$ cat src/rtl/key_repeat_queue_pkg.sv
// key_repeat_queue_pkg
// Shared keyboard definitions used by the key repeat queue and its bench:
// the system clock frequency, the default typematic delay/rate in clock
// cycles, the repeat FSM state encoding and a small constant helper.
// No ports (package).

package key_repeat_queue_pkg;

  // System clock driving the keyboard logic.
  localparam int CLK_FREQ_HZ = 25_125_000;

  // 500 us to the first repeat, then one repeat every 100 us at CLK_FREQ_HZ.
  localparam int DEFAULT_DELAY_CYCLES = 12563;
  localparam int DEFAULT_RATE_CYCLES  = 2513;

  // Repeat FSM: IDLE (no key), DELAY (waiting for first repeat),
  // REPEAT (emitting at the repeat rate).
  typedef enum logic [1:0] {
    ST_IDLE   = 2'd0,
    ST_DELAY  = 2'd1,
    ST_REPEAT = 2'd2
  } repeatState_t;

  // Larger of two integers, used to size the shared delay/rate timer.
  function automatic int maxInt(input int a, input int b);
    return (a > b) ? a : b;
  endfunction

endpackage

$ cat src/rtl/key_repeat_queue_fifo.sv
// sync_fifo
// Single-clock first-word fall-through FIFO holding queued key codes.
// A pop is honoured only when the FIFO is non-empty; a push is accepted when
// there is room, or when a same-edge pop frees an entry while full.
// Ports:
//   clk    in   rising-edge clock
//   rst_n  in   synchronous active-low reset (pointers and count only)
//   push   in   write din this edge
//   pop    in   advance the head this edge
//   din    in   WIDTH-bit write data
//   dout   out  head entry, 0 when empty
//   count  out  occupied entries, $clog2(DEPTH)+1 bits
//   full   out  count == DEPTH
//   empty  out  count == 0

module sync_fifo #(
  parameter int WIDTH = 16,
  parameter int DEPTH = 8
) (
  input  logic                     clk,
  input  logic                     rst_n,
  input  logic                     push,
  input  logic                     pop,
  input  logic [WIDTH-1:0]         din,
  output logic [WIDTH-1:0]         dout,
  output logic [$clog2(DEPTH):0]   count,
  output logic                     full,
  output logic                     empty
);

  localparam int PTR_W = $clog2(DEPTH);
  localparam logic [PTR_W:0]   CNT_ONE = (PTR_W+1)'(1);
  localparam logic [PTR_W:0]   CNT_MAX = (PTR_W+1)'(DEPTH);
  localparam logic [PTR_W-1:0] PTR_ONE = PTR_W'(1);

  logic [WIDTH-1:0] r_mem [DEPTH];
  logic [PTR_W-1:0] r_rdPtr;
  logic [PTR_W-1:0] r_wrPtr;
  logic [PTR_W:0]   r_count;
  logic             w_doPop;
  logic             w_doPush;

  // Qualify the requests: an empty pop is ignored, and a push while full
  // only fits when the head is leaving on the same edge.
  always_comb begin
    empty    = (r_count == '0);
    full     = (r_count == CNT_MAX);
    w_doPop  = pop && !empty;
    w_doPush = push && (!full || w_doPop);
    count    = r_count;
    dout     = empty ? '0 : r_mem[r_rdPtr];
  end

  // Pointers wrap naturally because DEPTH is a power of two.
  always_ff @(posedge clk) begin
    if (!rst_n) begin
      r_rdPtr <= '0;
      r_wrPtr <= '0;
      r_count <= '0;
    end else begin
      if (w_doPush) r_wrPtr <= r_wrPtr + PTR_ONE;
      if (w_doPop)  r_rdPtr <= r_rdPtr + PTR_ONE;
      case ({w_doPush, w_doPop})
        2'b10:   r_count <= r_count + CNT_ONE;
        2'b01:   r_count <= r_count - CNT_ONE;
        default: r_count <= r_count;
      endcase
    end
  end

  // Storage is left unreset so it can map onto RAM.
  always_ff @(posedge clk) begin
    if (w_doPush) r_mem[r_wrPtr] <= din;
  end

endmodule

$ cat src/rtl/key_repeat_queue.sv
// key_repeat_queue
// Turns a level key code into a stream of typematic key events: one entry on
// the press, another DELAY_CYCLES later, then one every RATE_CYCLES while the
// key stays down. Events are queued in a FIFO for a consumer.
// Ports:
//   clk       in   rising-edge clock
//   rst_n     in   synchronous active-low reset
//   key_in    in   16-bit key code, 0 = no key, held while down
//   pop       in   consumer acknowledges the head entry
//   key_out   out  head entry (fall-through), 0 when empty
//   valid     out  FIFO non-empty
//   count     out  occupied entries
//   overflow  out  sticky: an event was dropped on a full FIFO

module key_repeat_queue
  import key_repeat_queue_pkg::*;
#(
  parameter int DEPTH        = 8,
  parameter int DELAY_CYCLES = DEFAULT_DELAY_CYCLES,
  parameter int RATE_CYCLES  = DEFAULT_RATE_CYCLES
) (
  input  logic                   clk,
  input  logic                   rst_n,
  input  logic [15:0]            key_in,
  input  logic                   pop,
  output logic [15:0]            key_out,
  output logic                   valid,
  output logic [$clog2(DEPTH):0] count,
  output logic                   overflow
);

  localparam int TIMER_W = $clog2(maxInt(DELAY_CYCLES, RATE_CYCLES)) + 1;
  localparam logic [TIMER_W-1:0] DELAY_LAST = TIMER_W'(DELAY_CYCLES - 1);
  localparam logic [TIMER_W-1:0] RATE_LAST  = TIMER_W'(RATE_CYCLES - 1);
  localparam logic [TIMER_W-1:0] TIMER_ONE  = TIMER_W'(1);

  repeatState_t        r_state;
  logic [TIMER_W-1:0]  r_timer;
  logic [15:0]         r_heldKey;
  logic                r_overflow;

  logic                w_press;
  logic                w_delayDone;
  logic                w_rateDone;
  logic                w_push;
  logic [15:0]         w_pushData;
  logic                w_full;
  logic                w_empty;

  // A press (new non-zero key) pushes on the same edge it is seen and wins
  // over any repeat that happens to fall due on that edge.
  always_comb begin
    w_press     = (key_in != 16'h0) && (key_in != r_heldKey);
    w_delayDone = (r_state == ST_DELAY)  && (r_timer == DELAY_LAST);
    w_rateDone  = (r_state == ST_REPEAT) && (r_timer == RATE_LAST);
    w_push      = 1'b0;
    w_pushData  = r_heldKey;
    if (key_in != 16'h0) begin
      if (w_press) begin
        w_push     = 1'b1;
        w_pushData = key_in;
      end else if (w_delayDone || w_rateDone) begin
        w_push = 1'b1;
      end
    end
  end

  // Repeat FSM and timer. Releasing the key returns to IDLE immediately;
  // the timer is cleared on every push so it never wraps.
  always_ff @(posedge clk) begin
    if (!rst_n) begin
      r_state   <= ST_IDLE;
      r_timer   <= '0;
      r_heldKey <= 16'h0;
    end else if (key_in == 16'h0) begin
      r_state   <= ST_IDLE;
      r_timer   <= '0;
      r_heldKey <= 16'h0;
    end else if (w_press) begin
      r_state   <= ST_DELAY;
      r_timer   <= '0;
      r_heldKey <= key_in;
    end else begin
      case (r_state)
        ST_DELAY: begin
          if (w_delayDone) begin
            r_state <= ST_REPEAT;
            r_timer <= '0;
          end else begin
            r_timer <= r_timer + TIMER_ONE;
          end
        end
        ST_REPEAT: begin
          if (w_rateDone) r_timer <= '0;
          else            r_timer <= r_timer + TIMER_ONE;
        end
        default: begin
          r_state <= ST_IDLE;
          r_timer <= '0;
        end
      endcase
    end
  end

  // A push is lost only when full with no pop on the same edge.
  always_ff @(posedge clk) begin
    if (!rst_n)                          r_overflow <= 1'b0;
    else if (w_push && w_full && !pop)   r_overflow <= 1'b1;
  end

  sync_fifo #(
    .WIDTH (16),
    .DEPTH (DEPTH)
  ) u_fifo (
    .clk   (clk),
    .rst_n (rst_n),
    .push  (w_push),
    .pop   (pop),
    .din   (w_pushData),
    .dout  (key_out),
    .count (count),
    .full  (w_full),
    .empty (w_empty)
  );

  assign valid    = !w_empty;
  assign overflow = r_overflow;

endmodule

$ cat config.mk
export PLATFORM = sky130hd
export DESIGN_NAME = key_repeat_queue
export DESIGN_NICKNAME = d
export VERILOG_FILES = /design/src/rtl/key_repeat_queue_pkg.sv /design/src/rtl/key_repeat_queue_fifo.sv /design/src/rtl/key_repeat_queue.sv
export SDC_FILE = /design/constraint.sdc
export NUM_CORES = 1
export LEC_CHECK = 0
export ABC_AREA = 1
export ABC_CLOCK_PERIOD_IN_PS = 3900
export CORE_MARGIN = 2
export CORE_UTILIZATION = 41
export CTS_CLUSTER_SIZE = 14
export DETAILED_ROUTE_END_ITERATION = 6
export PLACE_DENSITY = 0.57
export SYNTH_ARGS = -nofsm -noshare
export SYNTH_HDL_FRONTEND = slang
export SYNTH_SLANG_ARGS = --single-unit
$ cat constraint.sdc
create_clock -name clk -period 3.9 [get_ports clk]
set_input_delay 0.39 -clock clk [delete_from_list [all_inputs] [get_ports clk]]
set_output_delay 0.39 -clock clk [all_outputs]
set_load 0.05 [all_outputs]
==> key figures <==
Run status
  – Run status: complete, no violations

Timing
  – Slew of the pin with the lowest slew margin: 0.669 ns
  – Unrepaired setup endpoints after global routing: no
  – Setup skew after layout: between 0.008 and 0.009 ns
  – Tmin final: about 3.3 ns
  – Maximum frequency from static timing analysis: between 0.3 and 0.4 GHz
  – Final Max Slew Viols: 0
  – Final hold vios: 0
  – Final period util: 85.4%
  – Setup_tns: 0 ns
  – Relative slew slack: 55.3%
  – Number of setup violations in the final report: 0

Final layout
  – Proportion of layout cells with a drive suffix above 1: 11.6%
  – Antenna diode count: 0
  – # nets final: 810
  – Count of non-filler cells in the finished layout: 1023
  – Area Growth Syn to Fin: 16.5%

Clocking
  – Number of buffers inserted for hold repair after clock tree synthesis: 0
  – CTS-repair resized insts: 0
  – H-tree depth: 4
  – Clk buf depth: 2
  – Insertion delay of the later-clocked pin in the worst-skew pair: 0.42 ns
  – Inserted Clock Buffers: 17
  – Clock tree from TritonCTS: built
  – Clock slew seen by the registers of the worst setup and hold paths: 0.06 ns
  – Clock tree root driver cell: clkbuf_16
  – Clock Sinks: 175
  – Number of setup buffers added after CTS: 0

Floorplanning
  – Initial Util: 41.9%
  – Die extent in y: 140 um
  – Num rows: just under 50
  – Die area: 0.0195 mm2
  – Placeable core region: 0.0180 mm2
  – Top-Level Pins: 41
  – Horizontal extent of the die: 140 um

Synthesis
  – Proportion of synthesized chip area in sequential cells: 63.4%
  – Number of distinct library cell variants in the gate-level netlist after synthesis: 38
  – Asr flop ratio synth: 0%
  – Cell area after technology mapping: around 0.0075 mm2
  – Most common flop cell mapped by yosys: edfxtp_1
  – Per-instance average area after synthesis: 10.3 um2
  – Net count of the mapped netlist: 762
  – Synthesized flop and latch total: 175
  – Gate count after technology mapping: approximately 730
  – Synthesis warning total: 0
  – Post-synth EDFFs: 128

Routing
  – Iteration-0 DRC count of the detailed router: 403
  – Final routed wirelength across all metal layers: about 16 mm
  – Routed len/inst: 16.1 um
  – Post-Route M1 WL: approximately 7.9 mm
  – Wire length on met3: 608 um
  – Routed wire length on met2: 7.84 mm
  – Topmost layer with routed signal wires: met4
  – Post-detailed-route count of antenna-violating nets: 0
  – Number of DRC violations after detailed routing: 0
  – Via Count: around 5200
  – Vias per std cell: a little over 5
  – DRT Pass-1 Iters: 5

Critical path
  – Cell Chain, Critical Path: nor2_1 -> nand2_1 -> nor2_1 -> inv_1 -> o21ai_0 -> a31oi_1 -> clkdlybuf4s50_1
  – Critical path capture point type: primary output
  – Family with the most delay on the worst path: buffers and inverters
  – Number of buffer and inverter instances along the worst setup path: 2
  – Maximum net fanout on the critical path: 17
  – Nature of the critical path startpoint: flop
  – Slowest stage cell on the critical path: clkdlybuf4s50_1
  – Classification of the worst setup path: flop to primary output
  – Data required time of the critical path: 3.51 ns
  – Worst EP arrival: 2.94 ns
  – Cell repeated most along the worst path: nor2_1
  – Worst stage delay on the critical path: 0.82 ns

Place
  – # placed instances: 991
  – HPWL Detailed: 10.5 mm
  – Last weighted congestion value of the routability-driven placer: 0.775
  – Port-buffer cells: 40

Min path
  – Worst min-delay path category: flop to flop

Power
  – Cell Pwr Density: 590 mW/mm2
  – Internal cell power: 0.00340 W
  – Maximum vdd drop: 0.000356 V
  – Sequential share of power: 41.9%
  – Combinational cell fraction of total power: 28.6%
  – Sw power: 0.00178 W
  – Pleak: 3.19 nW
  – Power share of the clock group: 29.5%
  – Switching part of the total: 34.4%

Global route
  – Congestion Overflow GR: 0
  – Pin count of the biggest net entering global routing: 65
  – Total track usage: 17.5%
  – Initial antenna violation count: 0
  – Number of global-route vias before repair: 4999
  – Wire length of the first global-routing pass: 26.5 mm

Run
  – Max-Cap Viols: 0
-- placed cells by master, fill, tap and decap left out, drive strengths merged --
cell type and instances:
o21ai 88, o22ai 16, edfxtp 128, dfxtp 47, xnor2 3, o21a 1
clkinv 8, or2 2, inv 67, clkbuf 19, a31oi 17, xor2 16
buf 16, nand3b 1, a21oi 33, nor2 142, a41o 1, nand2 97
nand3 14, nand4 8, clkinvlp 3, clkdlybuf4s50 40, nor3 16, and3 1
ha 10
-- stage by stage --
stage / hold slack (ns) / setup WS (ns) / power, W / utilization (%) / area (um2)
final: 0.469 / 0.569 / 0.00518 / 48.8 / 8790
after global routing: 0.492 / 0.376 / 0.00544 / 48.8 / 8790
after CTS: 0.475 / 0.534 / 0.00524 / 48.8 / 8790
after detailed placement: 0.466 / 0.955 / 0.00371 / 45.8 / 8250
after global placement: 0.453 / 0.999 / 0.00369 / 45.8 / 8250
after floorplan: 0.433 / 0.815 / 0.00321 / - / 7540
-- cell families after synthesis --
group / after synthesis / share of synthesized area, %
simple gates: 281 / 16.7
flops: 175 / 63.4
compound gates: 156 / 11.2
buf+inv: 92 / 4.81
xor+xnor: 19 / 2.21
fa+ha+maj: 10 / 1.66
-- per-layer routing --
| layer | global-route usage, % | up-vias |
|---|---|---|
| met3 | 2.65 | 13 |
| met5 | 0 | - |
| met1 | 24.8 | 2511 |
| met4 | 5.84 | 0 |
| met2 | 28.0 | 101 |
| li1 | - | 2607 |
-- final cells by class --
type                    instances  area, um2
clock inverters                13       91.3
clock buffers                  19        443
multi-input cells             466       2420
inverters                      65        244
well taps                     229        287
repair buffers                 56        520
flip-flops and latches        175       4790
fillers                      1684       9240
-- worst paths after layout --
path | startpoint | to | slack (ns) | cells after the start
setup reg to reg | r_timer[0] | u_fifo.count[3] | 1.31 | 18
hold reg to reg | overflow | overflow | 0.47 | 2
setup / recovery | u_fifo.count[1] | key_out[14] | 0.57 | 7
hold / removal | overflow | overflow | 0.47 | 2
-- power groups by stage --
stage	clock, W	sequential (W)	combinational (W)
2_1_floorplan	0	0.00224	0.000976
3_3_place_gp	0	0.00221	0.00148
3_5_place_dp	0	0.00221	0.00150
4_1_cts	0.00156	0.00217	0.00150
5_1_grt	0.00165	0.00218	0.00161
6_report	0.00153	0.00217	0.00149
-- flip-flops by register name, indices dropped and copies added, names as in the netlist, named ones only --
| register | count |
|---|---|
| u_fifo.r_mem | 128 |
| r_state | 2 |
| u_fifo.count | 4 |
| overflow | 1 |
| u_fifo.r_rdPtr | 3 |
| r_heldKey | 16 |
| u_fifo.r_wrPtr | 3 |
| r_timer | 15 |
-- synthesized netlist by cell type, types with 2 or more instances --
cell      number  area share (%)
nand4_1        8            0.66
nor2_4         3            0.45
o21ai_1        3            0.20
a21oi_1       31             2.1
buf_1          4            0.20
nand3_1       11            0.73
clkbuf_1      16            0.80
nand2_2        2            0.17
nand3_2        2            0.27
xnor2_1        3            0.35
xor2_1        16             1.9
inv_2         14            0.70
o22ai_1       16             1.3
inv_1         51             2.5
nor2_1       136             6.8
ha_1          10             1.7
nand2_1       93             4.6
edfxtp_1     128              51
nor3_1         6            0.40
nor3_2        10             1.3
nand2_4        2            0.30
nor2_2         2            0.17
a31oi_1       17             1.4
o21ai_0       85             5.6
buf_2          5            0.33
dfxtp_1       47              12
-- worst min-delay path: stages (launching register included) --
cell     delay, ns
dfxtp_1       0.32
inv_1         0.05
a21oi_1       0.05
(Power assumes the default switching activity.)
